### config.mk
export PLATFORM = sky130hd
export DESIGN_NAME = tlb_lookup_ctrl
export DESIGN_NICKNAME = d
export VERILOG_FILES = /design/src/rtl/tlb_lookup_ctrl_pkg.sv /design/src/rtl/tlb_victim_sel.sv /design/src/rtl/tlb_lookup_ctrl.sv
export SDC_FILE = /design/constraint.sdc
export NUM_CORES = 1
export LEC_CHECK = 0
export CORE_AREA = 2 2 143 145
export CTS_BUF_LIST = sky130_fd_sc_hd__clkbuf_4 sky130_fd_sc_hd__clkbuf_8
export CTS_CLUSTER_SIZE = 14
export DETAILED_ROUTE_END_ITERATION = 10
export DIE_AREA = 0 0 145 147
export PLACE_DENSITY_LB_ADDON = 0.05
export REMOVE_ABC_BUFFERS = 1
export SLEW_MARGIN = 20
export SYNTH_ARGS = -nofsm -noshare
export SYNTH_HDL_FRONTEND = slang
export SYNTH_SLANG_ARGS = --single-unit
### constraint.sdc
create_clock -name clk -period 9.9 [get_ports clk]
set_clock_uncertainty 0.1 [all_clocks]
set_input_delay 1.98 -clock clk [delete_from_list [all_inputs] [get_ports clk]]
set_output_delay 1.98 -clock clk [all_outputs]
set_load 0.1 [all_outputs]
### src/rtl/tlb_lookup_ctrl_pkg.sv
// Shared geometry, state encoding and permission helpers for the TLB lookup controller.
package tlb_lookup_ctrl_pkg;

    localparam int TLB_NUM_SETS       = 16;
    localparam int TLB_NUM_WAYS       = 4;
    localparam int TLB_SET_INDEX_BITS = 4;
    localparam int TLB_LRU_BITS       = 2;
    localparam int TLB_WAY_BITS       = 2;
    localparam int TLB_VPN_W          = 20;
    localparam int TLB_PPN_W          = 20;
    localparam int PERM_R             = 0;
    localparam int PERM_W             = 1;

    typedef enum logic [3:0] {
        ST_IDLE      = 4'd0,
        ST_LOOKUP    = 4'd1,
        ST_WALK_REQ  = 4'd2,
        ST_WALK_WAIT = 4'd3,
        ST_FILL      = 4'd4,
        ST_AGE       = 4'd5,
        ST_RESP      = 4'd6,
        ST_FLUSH     = 4'd7,
        ST_FLUSH_END = 4'd8
    } state_t;

    // A store needs the write bit, anything else needs the read bit.
    function automatic logic perm_fault(input logic is_write, input logic [1:0] perms);
        return is_write ? ~perms[PERM_W] : ~perms[PERM_R];
    endfunction

endpackage

### src/rtl/tlb_victim_sel.sv
// Replacement choice for a full or partly-filled set: first free way, else the oldest way.
module tlb_victim_sel
    import tlb_lookup_ctrl_pkg::*;
#(
    parameter int NUM_WAYS = TLB_NUM_WAYS,
    parameter int LRU_BITS = TLB_LRU_BITS
) (
    input  logic                    i_rd_valid     [0:NUM_WAYS-1],
    input  logic [LRU_BITS-1:0]     i_rd_lru_count [0:NUM_WAYS-1],
    output logic [TLB_WAY_BITS-1:0] o_victim_way,
    output logic                    o_victim_valid
);

    logic                    w_found_inv;
    logic [TLB_WAY_BITS-1:0] w_inv_way;
    logic [TLB_WAY_BITS-1:0] w_max_way;
    logic [LRU_BITS-1:0]     w_max_cnt;

    always_comb begin
        w_found_inv = 1'b0;
        w_inv_way   = '0;
        w_max_way   = '0;
        w_max_cnt   = i_rd_lru_count[0];
        // Descending scan so the lowest free index is the one left standing.
        for (int w = NUM_WAYS - 1; w >= 0; w--) begin
            if (!i_rd_valid[w]) begin
                w_found_inv = 1'b1;
                w_inv_way   = TLB_WAY_BITS'(w);
            end
        end
        // Strict compare keeps the lowest index on equal counts.
        for (int w = 1; w < NUM_WAYS; w++) begin
            if (i_rd_lru_count[w] > w_max_cnt) begin
                w_max_cnt = i_rd_lru_count[w];
                w_max_way = TLB_WAY_BITS'(w);
            end
        end
    end

    assign o_victim_way   = w_found_inv ? w_inv_way : w_max_way;
    assign o_victim_valid = ~w_found_inv;

endmodule

### src/rtl/tlb_lookup_ctrl.sv
// TLB lookup controller: tag compare, LRU aging, walk-and-fill on miss, and full flush.
module tlb_lookup_ctrl
    import tlb_lookup_ctrl_pkg::*;
#(
    parameter int NUM_SETS       = TLB_NUM_SETS,
    parameter int NUM_WAYS       = TLB_NUM_WAYS,
    parameter int SET_INDEX_BITS = TLB_SET_INDEX_BITS,
    parameter int LRU_BITS       = TLB_LRU_BITS
) (
    input  logic                      clk,
    input  logic                      rst,

    input  logic                      req_valid,
    output logic                      req_ready,
    input  logic [31:0]               req_va,
    input  logic                      req_is_write,

    output logic                      resp_valid,
    input  logic                      resp_ready,
    output logic [31:0]               resp_pa,
    output logic                      resp_fault,
    output logic                      resp_hit,

    input  logic                      flush_valid,
    output logic                      flush_done,

    output logic                      walk_req_valid,
    input  logic                      walk_req_ready,
    output logic [TLB_VPN_W-1:0]      walk_req_vpn,
    input  logic                      walk_resp_valid,
    input  logic [TLB_PPN_W-1:0]      walk_resp_ppn,
    input  logic [1:0]                walk_resp_perms,
    input  logic                      walk_resp_fault,

    output logic [SET_INDEX_BITS-1:0] rd_set_index,
    input  logic                      rd_valid     [0:NUM_WAYS-1],
    input  logic [TLB_VPN_W-1:0]      rd_vpn       [0:NUM_WAYS-1],
    input  logic [TLB_PPN_W-1:0]      rd_ppn       [0:NUM_WAYS-1],
    input  logic [1:0]                rd_perms     [0:NUM_WAYS-1],
    input  logic [LRU_BITS-1:0]       rd_lru_count [0:NUM_WAYS-1],

    output logic                      wr_en,
    output logic [SET_INDEX_BITS-1:0] wr_set_index,
    output logic [TLB_WAY_BITS-1:0]   wr_way,
    output logic                      wr_valid,
    output logic [TLB_VPN_W-1:0]      wr_vpn,
    output logic [TLB_PPN_W-1:0]      wr_ppn,
    output logic [1:0]                wr_perms,
    output logic [LRU_BITS-1:0]       wr_lru_count,

    output logic                      lru_update_en,
    output logic [SET_INDEX_BITS-1:0] lru_set_index,
    output logic [TLB_WAY_BITS-1:0]   lru_way,
    output logic [LRU_BITS-1:0]       lru_value
);

    localparam int WB  = TLB_WAY_BITS;
    localparam int FCW = SET_INDEX_BITS + WB;

    state_t                    r_state;
    state_t                    w_next;
    logic [31:0]               r_va;
    logic                      r_is_write;
    logic [TLB_PPN_W-1:0]      r_ppn;
    logic [1:0]                r_perms;
    logic [LRU_BITS-1:0]       r_old;
    logic [WB-1:0]             r_way;
    logic [WB-1:0]             r_age_idx;
    logic [FCW-1:0]            r_flush_cnt;
    logic [31:0]               r_resp_pa;
    logic                      r_resp_fault;
    logic                      r_resp_hit;

    logic [TLB_VPN_W-1:0]      w_vpn;
    logic [SET_INDEX_BITS-1:0] w_set;
    logic [SET_INDEX_BITS-1:0] w_flush_set;
    logic [WB-1:0]             w_flush_way;
    logic                      w_hit;
    logic [WB-1:0]             w_hit_way;
    logic [WB-1:0]             w_victim_way;
    logic                      w_victim_valid;
    logic                      w_age_upd;
    logic                      w_flush_last;

    assign w_vpn        = r_va[31:12];
    assign w_set        = w_vpn[SET_INDEX_BITS-1:0];
    assign w_flush_set  = r_flush_cnt[FCW-1:WB];
    assign w_flush_way  = r_flush_cnt[WB-1:0];
    assign w_flush_last = (r_flush_cnt == FCW'(NUM_SETS * NUM_WAYS - 1));

    assign walk_req_vpn = w_vpn;
    assign resp_pa      = r_resp_pa;
    assign resp_fault   = r_resp_fault;
    assign resp_hit     = r_resp_hit;

    always_comb begin
        w_hit     = 1'b0;
        w_hit_way = '0;
        for (int w = NUM_WAYS - 1; w >= 0; w--) begin
            if (rd_valid[w] && (rd_vpn[w] == w_vpn)) begin
                w_hit     = 1'b1;
                w_hit_way = WB'(w);
            end
        end
    end

    tlb_victim_sel #(
        .NUM_WAYS (NUM_WAYS),
        .LRU_BITS (LRU_BITS)
    ) u_victim_sel (
        .i_rd_valid     (rd_valid),
        .i_rd_lru_count (rd_lru_count),
        .o_victim_way   (w_victim_way),
        .o_victim_valid (w_victim_valid)
    );

    // Ways younger than the touched entry's old age get one step older; the touched way is skipped.
    assign w_age_upd = (r_age_idx != r_way) && rd_valid[r_age_idx] &&
                       (rd_lru_count[r_age_idx] < r_old);

    always_comb begin
        w_next         = r_state;
        req_ready      = 1'b0;
        resp_valid     = 1'b0;
        flush_done     = 1'b0;
        walk_req_valid = 1'b0;
        rd_set_index   = w_set;
        wr_en          = 1'b0;
        wr_set_index   = '0;
        wr_way         = '0;
        wr_valid       = 1'b0;
        wr_vpn         = '0;
        wr_ppn         = '0;
        wr_perms       = '0;
        wr_lru_count   = '0;
        lru_update_en  = 1'b0;
        lru_set_index  = '0;
        lru_way        = '0;
        lru_value      = '0;
        case (r_state)
            ST_IDLE: begin
                req_ready = ~flush_valid;
                if (flush_valid) begin
                    w_next = ST_FLUSH;
                end else if (req_valid) begin
                    w_next = ST_LOOKUP;
                end
            end
            ST_LOOKUP: begin
                if (w_hit) begin
                    lru_update_en = 1'b1;
                    lru_set_index = w_set;
                    lru_way       = w_hit_way;
                    w_next        = ST_AGE;
                end else begin
                    w_next = ST_WALK_REQ;
                end
            end
            ST_WALK_REQ: begin
                walk_req_valid = 1'b1;
                if (walk_req_ready) begin
                    w_next = ST_WALK_WAIT;
                end
            end
            ST_WALK_WAIT: begin
                if (walk_resp_valid) begin
                    w_next = walk_resp_fault ? ST_RESP : ST_FILL;
                end
            end
            ST_FILL: begin
                wr_en        = 1'b1;
                wr_set_index = w_set;
                wr_way       = w_victim_way;
                wr_valid     = 1'b1;
                wr_vpn       = w_vpn;
                wr_ppn       = r_ppn;
                wr_perms     = r_perms;
                w_next       = ST_AGE;
            end
            ST_AGE: begin
                if (w_age_upd) begin
                    lru_update_en = 1'b1;
                    lru_set_index = w_set;
                    lru_way       = r_age_idx;
                    lru_value     = rd_lru_count[r_age_idx] + LRU_BITS'(1);
                end
                if (r_age_idx == WB'(NUM_WAYS - 1)) begin
                    w_next = ST_RESP;
                end
            end
            ST_RESP: begin
                resp_valid = 1'b1;
                if (resp_ready) begin
                    w_next = ST_IDLE;
                end
            end
            ST_FLUSH: begin
                rd_set_index = w_flush_set;
                wr_en        = 1'b1;
                wr_set_index = w_flush_set;
                wr_way       = w_flush_way;
                if (w_flush_last) begin
                    w_next = ST_FLUSH_END;
                end
            end
            ST_FLUSH_END: begin
                flush_done = 1'b1;
                w_next     = ST_IDLE;
            end
            default: w_next = ST_IDLE;
        endcase
    end

    always_ff @(posedge clk) begin
        if (rst) begin
            r_state      <= ST_IDLE;
            r_va         <= '0;
            r_is_write   <= 1'b0;
            r_ppn        <= '0;
            r_perms      <= '0;
            r_old        <= '0;
            r_way        <= '0;
            r_age_idx    <= '0;
            r_flush_cnt  <= '0;
            r_resp_pa    <= '0;
            r_resp_fault <= 1'b0;
            r_resp_hit   <= 1'b0;
        end else begin
            r_state <= w_next;
            case (r_state)
                ST_IDLE: begin
                    r_age_idx   <= '0;
                    r_flush_cnt <= '0;
                    if (!flush_valid && req_valid) begin
                        r_va       <= req_va;
                        r_is_write <= req_is_write;
                    end
                end
                ST_LOOKUP: begin
                    if (w_hit) begin
                        r_way        <= w_hit_way;
                        r_old        <= rd_lru_count[w_hit_way];
                        r_ppn        <= rd_ppn[w_hit_way];
                        r_perms      <= rd_perms[w_hit_way];
                        r_resp_pa    <= {rd_ppn[w_hit_way], r_va[11:0]};
                        r_resp_fault <= perm_fault(r_is_write, rd_perms[w_hit_way]);
                        r_resp_hit   <= 1'b1;
                    end
                end
                ST_WALK_WAIT: begin
                    if (walk_resp_valid) begin
                        r_resp_hit <= 1'b0;
                        if (walk_resp_fault) begin
                            r_resp_pa    <= '0;
                            r_resp_fault <= 1'b1;
                        end else begin
                            r_ppn        <= walk_resp_ppn;
                            r_perms      <= walk_resp_perms;
                            r_resp_pa    <= {walk_resp_ppn, r_va[11:0]};
                            r_resp_fault <= perm_fault(r_is_write, walk_resp_perms);
                        end
                    end
                end
                ST_FILL: begin
                    r_way <= w_victim_way;
                    // A free slot counts as oldest so every valid way ages.
                    r_old <= w_victim_valid ? rd_lru_count[w_victim_way] : '1;
                end
                ST_AGE: begin
                    r_age_idx <= r_age_idx + WB'(1);
                end
                ST_FLUSH: begin
                    r_flush_cnt <= r_flush_cnt + FCW'(1);
                end
                default: ;
            endcase
        end
    end

endmodule

==> impl_metrics.py <==
metrics = {
    "layout": {
        "number_of_fillers_in_the_final_layout": 1867,
        "layout.cell_area.non_filler_um2": 11230,
        "layout-area-overhead-vs-synth_pct": 49.06,
        "insertedDiodeCount": 0,
        "fin_cells": 1478,
        "drive_above_1_share_pct": 7.368,
        "finish.net_count": 1457,
        "most_common_library_cell_in_the_layout_ignoring_fill_and_taps": "sky130_fd_sc_hd__clkdlybuf4s50_1",
        "final_util_pct": 56.57,
        "layout_common_cells": "361 x sky130_fd_sc_hd__clkdlybuf4s50_1, 151 x sky130_fd_sc_hd__nand2_1, 105 x sky130_fd_sc_hd__dfxtp_1",
    },
    "sta": {
        "drv_slew": 0,
        "unrepaired_setup_endpoints_after_global_routing": "false",
        "hold_viol": 0,
        "final.hold.worst_slack_ns": 0.3633,
        "timing.final.crit_period_ns": 8.516,
        "final.setup.tns_ns": 0,
        "timing.final.crit_share_pct": 86.02,
        "setup_viol_count_final": 0,
        "timing_worst_slew_pin_value_ns": 1.073,
        "max-slew-margin-rel_pct": 28.26,
        "max_freq_mhz": 117.4,
    },
    "synth": {
        "synth_enable_flop_cells": 0,
        "synth.yosys.seq_area_share_pct": 27.91,
        "async_reset_ff_share_pct": 0,
        "syn-instance-count": 916,
        "synth_flop_cell": "sky130_fd_sc_hd__dfxtp_1",
        "yosys_warnings": 0,
        "ys_ff_latch": 105,
        "post_synth_main_area_contributors": "sky130_fd_sc_hd__dfxtp_1 28%, sky130_fd_sc_hd__nand2_1 7.5%, sky130_fd_sc_hd__mux4_1 6.6%, sky130_fd_sc_hd__xnor2_1 6.4%, sky130_fd_sc_hd__a311oi_2 3.8%",
        "synth.distinct_cells": 72,
        "synth_area_leader_cell": "sky130_fd_sc_hd__dfxtp_1",
        "netlist.area_leader.share_pct": 27.91,
        "synthesis.area_per_instance_um2": 8.222,
        "netlist_area_um2": 7531,
    },
    "clock_tree": {
        "hold_buffers": 0,
        "cts_tree": "yes",
        "tritoncts_num_sinks": 105,
        "postCtsSetupBuffers": 0,
        "root_buffer": "sky130_fd_sc_hd__clkbuf_8",
        "maximum_level_of_the_cts_h_tree": 3,
        "number_of_buffers_inserted_during_clock_tree_synthesis": 9,
        "cts_buffer_depth": 2,
        "ctsResizeCount": 0,
        "clk_latency_ns": 0.41,
        "clk_pin_slew_ns": 0.12,
    },
    "drt": {
        "routed_wl_mm": 28.08,
        "residual_drc": 0,
        "avgViaCountPerCell": 5.229,
        "postRouteAntennaNets": 0,
        "drtPass1Iterations": 5,
        "detail_route.wl_per_cell_um": 19.00,
        "drtIter0Drc": 457,
        "vias": 7729,
    },
    "floorplanning": {
        "die_w_um": 145,
        "rows": 52,
        "coreArea_um2": 19840,
        "initial_utilization_pct": 37.95,
        "die_area_um2": 21320,
        "ioPinCount": 366,
        "die_ht_um": 147,
    },
    "global_routing": {
        "globalRoute.totalOverflow": 0,
        "first_global_vias": 7333,
        "grt_max_degree": 50,
        "grt_antenna_before_repair": 0,
        "grt_first_pass_wirelength_mm": 42.04,
        "grt_util_all_layers_pct": 25.22,
    },
    "power": {
        "peakVddDrop_v": 0.00008801,
        "p_leak_nw": 3.971,
        "p_per_area_nw_per_um2": 145.6,
    },
    "critical_path": {
        "worst-endpoint-arrival_ns": 6.44,
        "critPathMaxFanout": 5,
        "worst_setup_path_end_kind": "output pin",
        "crit_path_start_kind": "input pin",
        "critical_path_required_ns": 7.82,
        "timing.setup.critical_path_class": "input pin to output pin",
    },
    "place": {
        "dpl_cell_area_um2": 11020,
        "dp.final_hpwl_mm": 21.31,
        "placed_cells_incl_taps": 1462,
        "gp_congestion": 0.8944,
        "port_buffers": 363,
    },
    "outcome": {
        "outcome": "finished, final reports clean",
    },
    "worst_hold_path": {
        "worstHoldPathType": "flop to flop",
    },
    "flow_run": {
        "cap_violations": 0,
    },
}
Yosys cell counts (3+ instances only):
cell type,n
sky130_fd_sc_hd__nand2_1,151
sky130_fd_sc_hd__dfxtp_1,105
sky130_fd_sc_hd__nor2_1,68
sky130_fd_sc_hd__xnor2_1,55
sky130_fd_sc_hd__clkbuf_1,51
sky130_fd_sc_hd__a21oi_1,46
sky130_fd_sc_hd__and2_1,42
sky130_fd_sc_hd__o21ai_0,30
sky130_fd_sc_hd__xor2_1,28
sky130_fd_sc_hd__buf_4,27
sky130_fd_sc_hd__a31oi_1,23
sky130_fd_sc_hd__inv_1,22
sky130_fd_sc_hd__or2_2,22
sky130_fd_sc_hd__nand4_1,21
sky130_fd_sc_hd__nand3_1,20
sky130_fd_sc_hd__a311oi_2,19
sky130_fd_sc_hd__mux4_1,19
sky130_fd_sc_hd__a22oi_1,16
sky130_fd_sc_hd__nor3_1,13
sky130_fd_sc_hd__buf_2,11
sky130_fd_sc_hd__ha_1,11
sky130_fd_sc_hd__nor4_1,11
sky130_fd_sc_hd__nor2b_1,8
sky130_fd_sc_hd__nand2b_1,7
sky130_fd_sc_hd__and4_1,5
sky130_fd_sc_hd__buf_6,5
sky130_fd_sc_hd__a2111oi_0,4
sky130_fd_sc_hd__a211oi_1,4
sky130_fd_sc_hd__mux2i_1,4
sky130_fd_sc_hd__mux4_2,4
sky130_fd_sc_hd__nor4b_1,4
sky130_fd_sc_hd__or3_1,4
sky130_fd_sc_hd__a21o_1,3
sky130_fd_sc_hd__nor3b_1,3
sky130_fd_sc_hd__o221ai_1,3
sky130_fd_sc_hd__or4_1,3
kinds of logic (layout without fill, tap and decap cells):
family | Yosys count | count (layout) | synth area share (%)
AND/OR/NAND/NOR | 393 | 393 | 25.73
AO/OA/AOI/OAI | 174 | 174 | 17.53
buffers and inverters | 120 | 411 | 8.639
flip-flops | 105 | 105 | 27.91
XOR/XNOR | 83 | 83 | 9.653
multiplexers | 29 | 29 | 8.656
adder cells (fa/ha/maj) | 11 | 11 | 1.828
other | 1 | 2 | 0.04979
cell type report:
| cell class | count | area (um^2) | share of cell area, % |
|---|---|---|---|
| Clock buffer | 9 | 123.9 | 1.103 |
| Clock inverter | 7 | 81.33 | 0.7245 |
| Inverter | 22 | 82.58 | 0.7356 |
| Multi-Input combinational cell | 692 | 4795 | 42.71 |
| Sequential cell | 105 | 2102 | 18.72 |
| Tap cell | 270 | 337.8 | 3.009 |
| Timing Repair Buffer | 373 | 3704 | 32.99 |
path summary, 6_finish.rpt:
check	from	to	slack [ns]	cells after the start
max	rd_lru_count[7]	wr_way[1]	1.38	17
min	r_va[7]	r_va[7]	0.36	2
min reg2reg	r_va[7]	r_va[7]	0.36	2
max reg2reg	r_va[13]	r_ppn[2]	5.73	9
where the power goes:
group,internal (mW),leakage [nW],switching [mW],total [mW]
clock network,0.102,0.104,0.185,0.287
registers,0.468,0.850,0.0698,0.537
logic,0.279,3.02,0.530,0.809
state kept, by name, indices dropped and copies added, names as in the netlist:
signal       flops
resp_pa         32
r_is_write       1
r_flush_cnt      6
r_state          4
r_way            2
r_va            32
r_perms          2
r_ppn           20
resp_fault       1
r_old            2
r_age_idx        2
resp_hit         1
per-stage QoR:
stage / setup WS (ns) / power [mW]
6_report: 1.384 / 1.634
5_1_grt: 1.156 / 1.724
4_1_cts: 1.442 / 1.646
3_5_place_dp: 1.451 / 1.355
3_3_place_gp: 1.512 / 1.352
2_1_floorplan: 2.288 / 1.063
metal layers:
layer	GRT usage (%)	part of all wire [%]	wire length, um	up-vias
met1	31.97	43	12040	3656
met4	6.238	1.8	507	0
met2	42.43	48	13480	256
met5	0	0	0	-
met3	7.298	7.3	2046	32
li1	-	-	-	3785
critical path, cell delays in order:
cell,delay [ns]
sky130_fd_sc_hd__clkdlybuf4s50_1,0.54
sky130_fd_sc_hd__inv_1,0.09
sky130_fd_sc_hd__ha_1,0.35
sky130_fd_sc_hd__nor3_1,0.07
sky130_fd_sc_hd__o32ai_1,0.40
sky130_fd_sc_hd__ha_1,0.30
sky130_fd_sc_hd__nor2b_1,0.13
sky130_fd_sc_hd__or2_2,0.29
sky130_fd_sc_hd__nand2_1,0.06
sky130_fd_sc_hd__o21ai_0,0.08
sky130_fd_sc_hd__ha_1,0.28
sky130_fd_sc_hd__nand2_1,0.06
sky130_fd_sc_hd__o21ai_0,0.12
sky130_fd_sc_hd__nand4_1,0.25
sky130_fd_sc_hd__nand4_1,0.18
sky130_fd_sc_hd__nand2_1,0.12
sky130_fd_sc_hd__clkdlybuf4s50_1,1.13
Note: power is estimated with default switching activity, not from simulation.
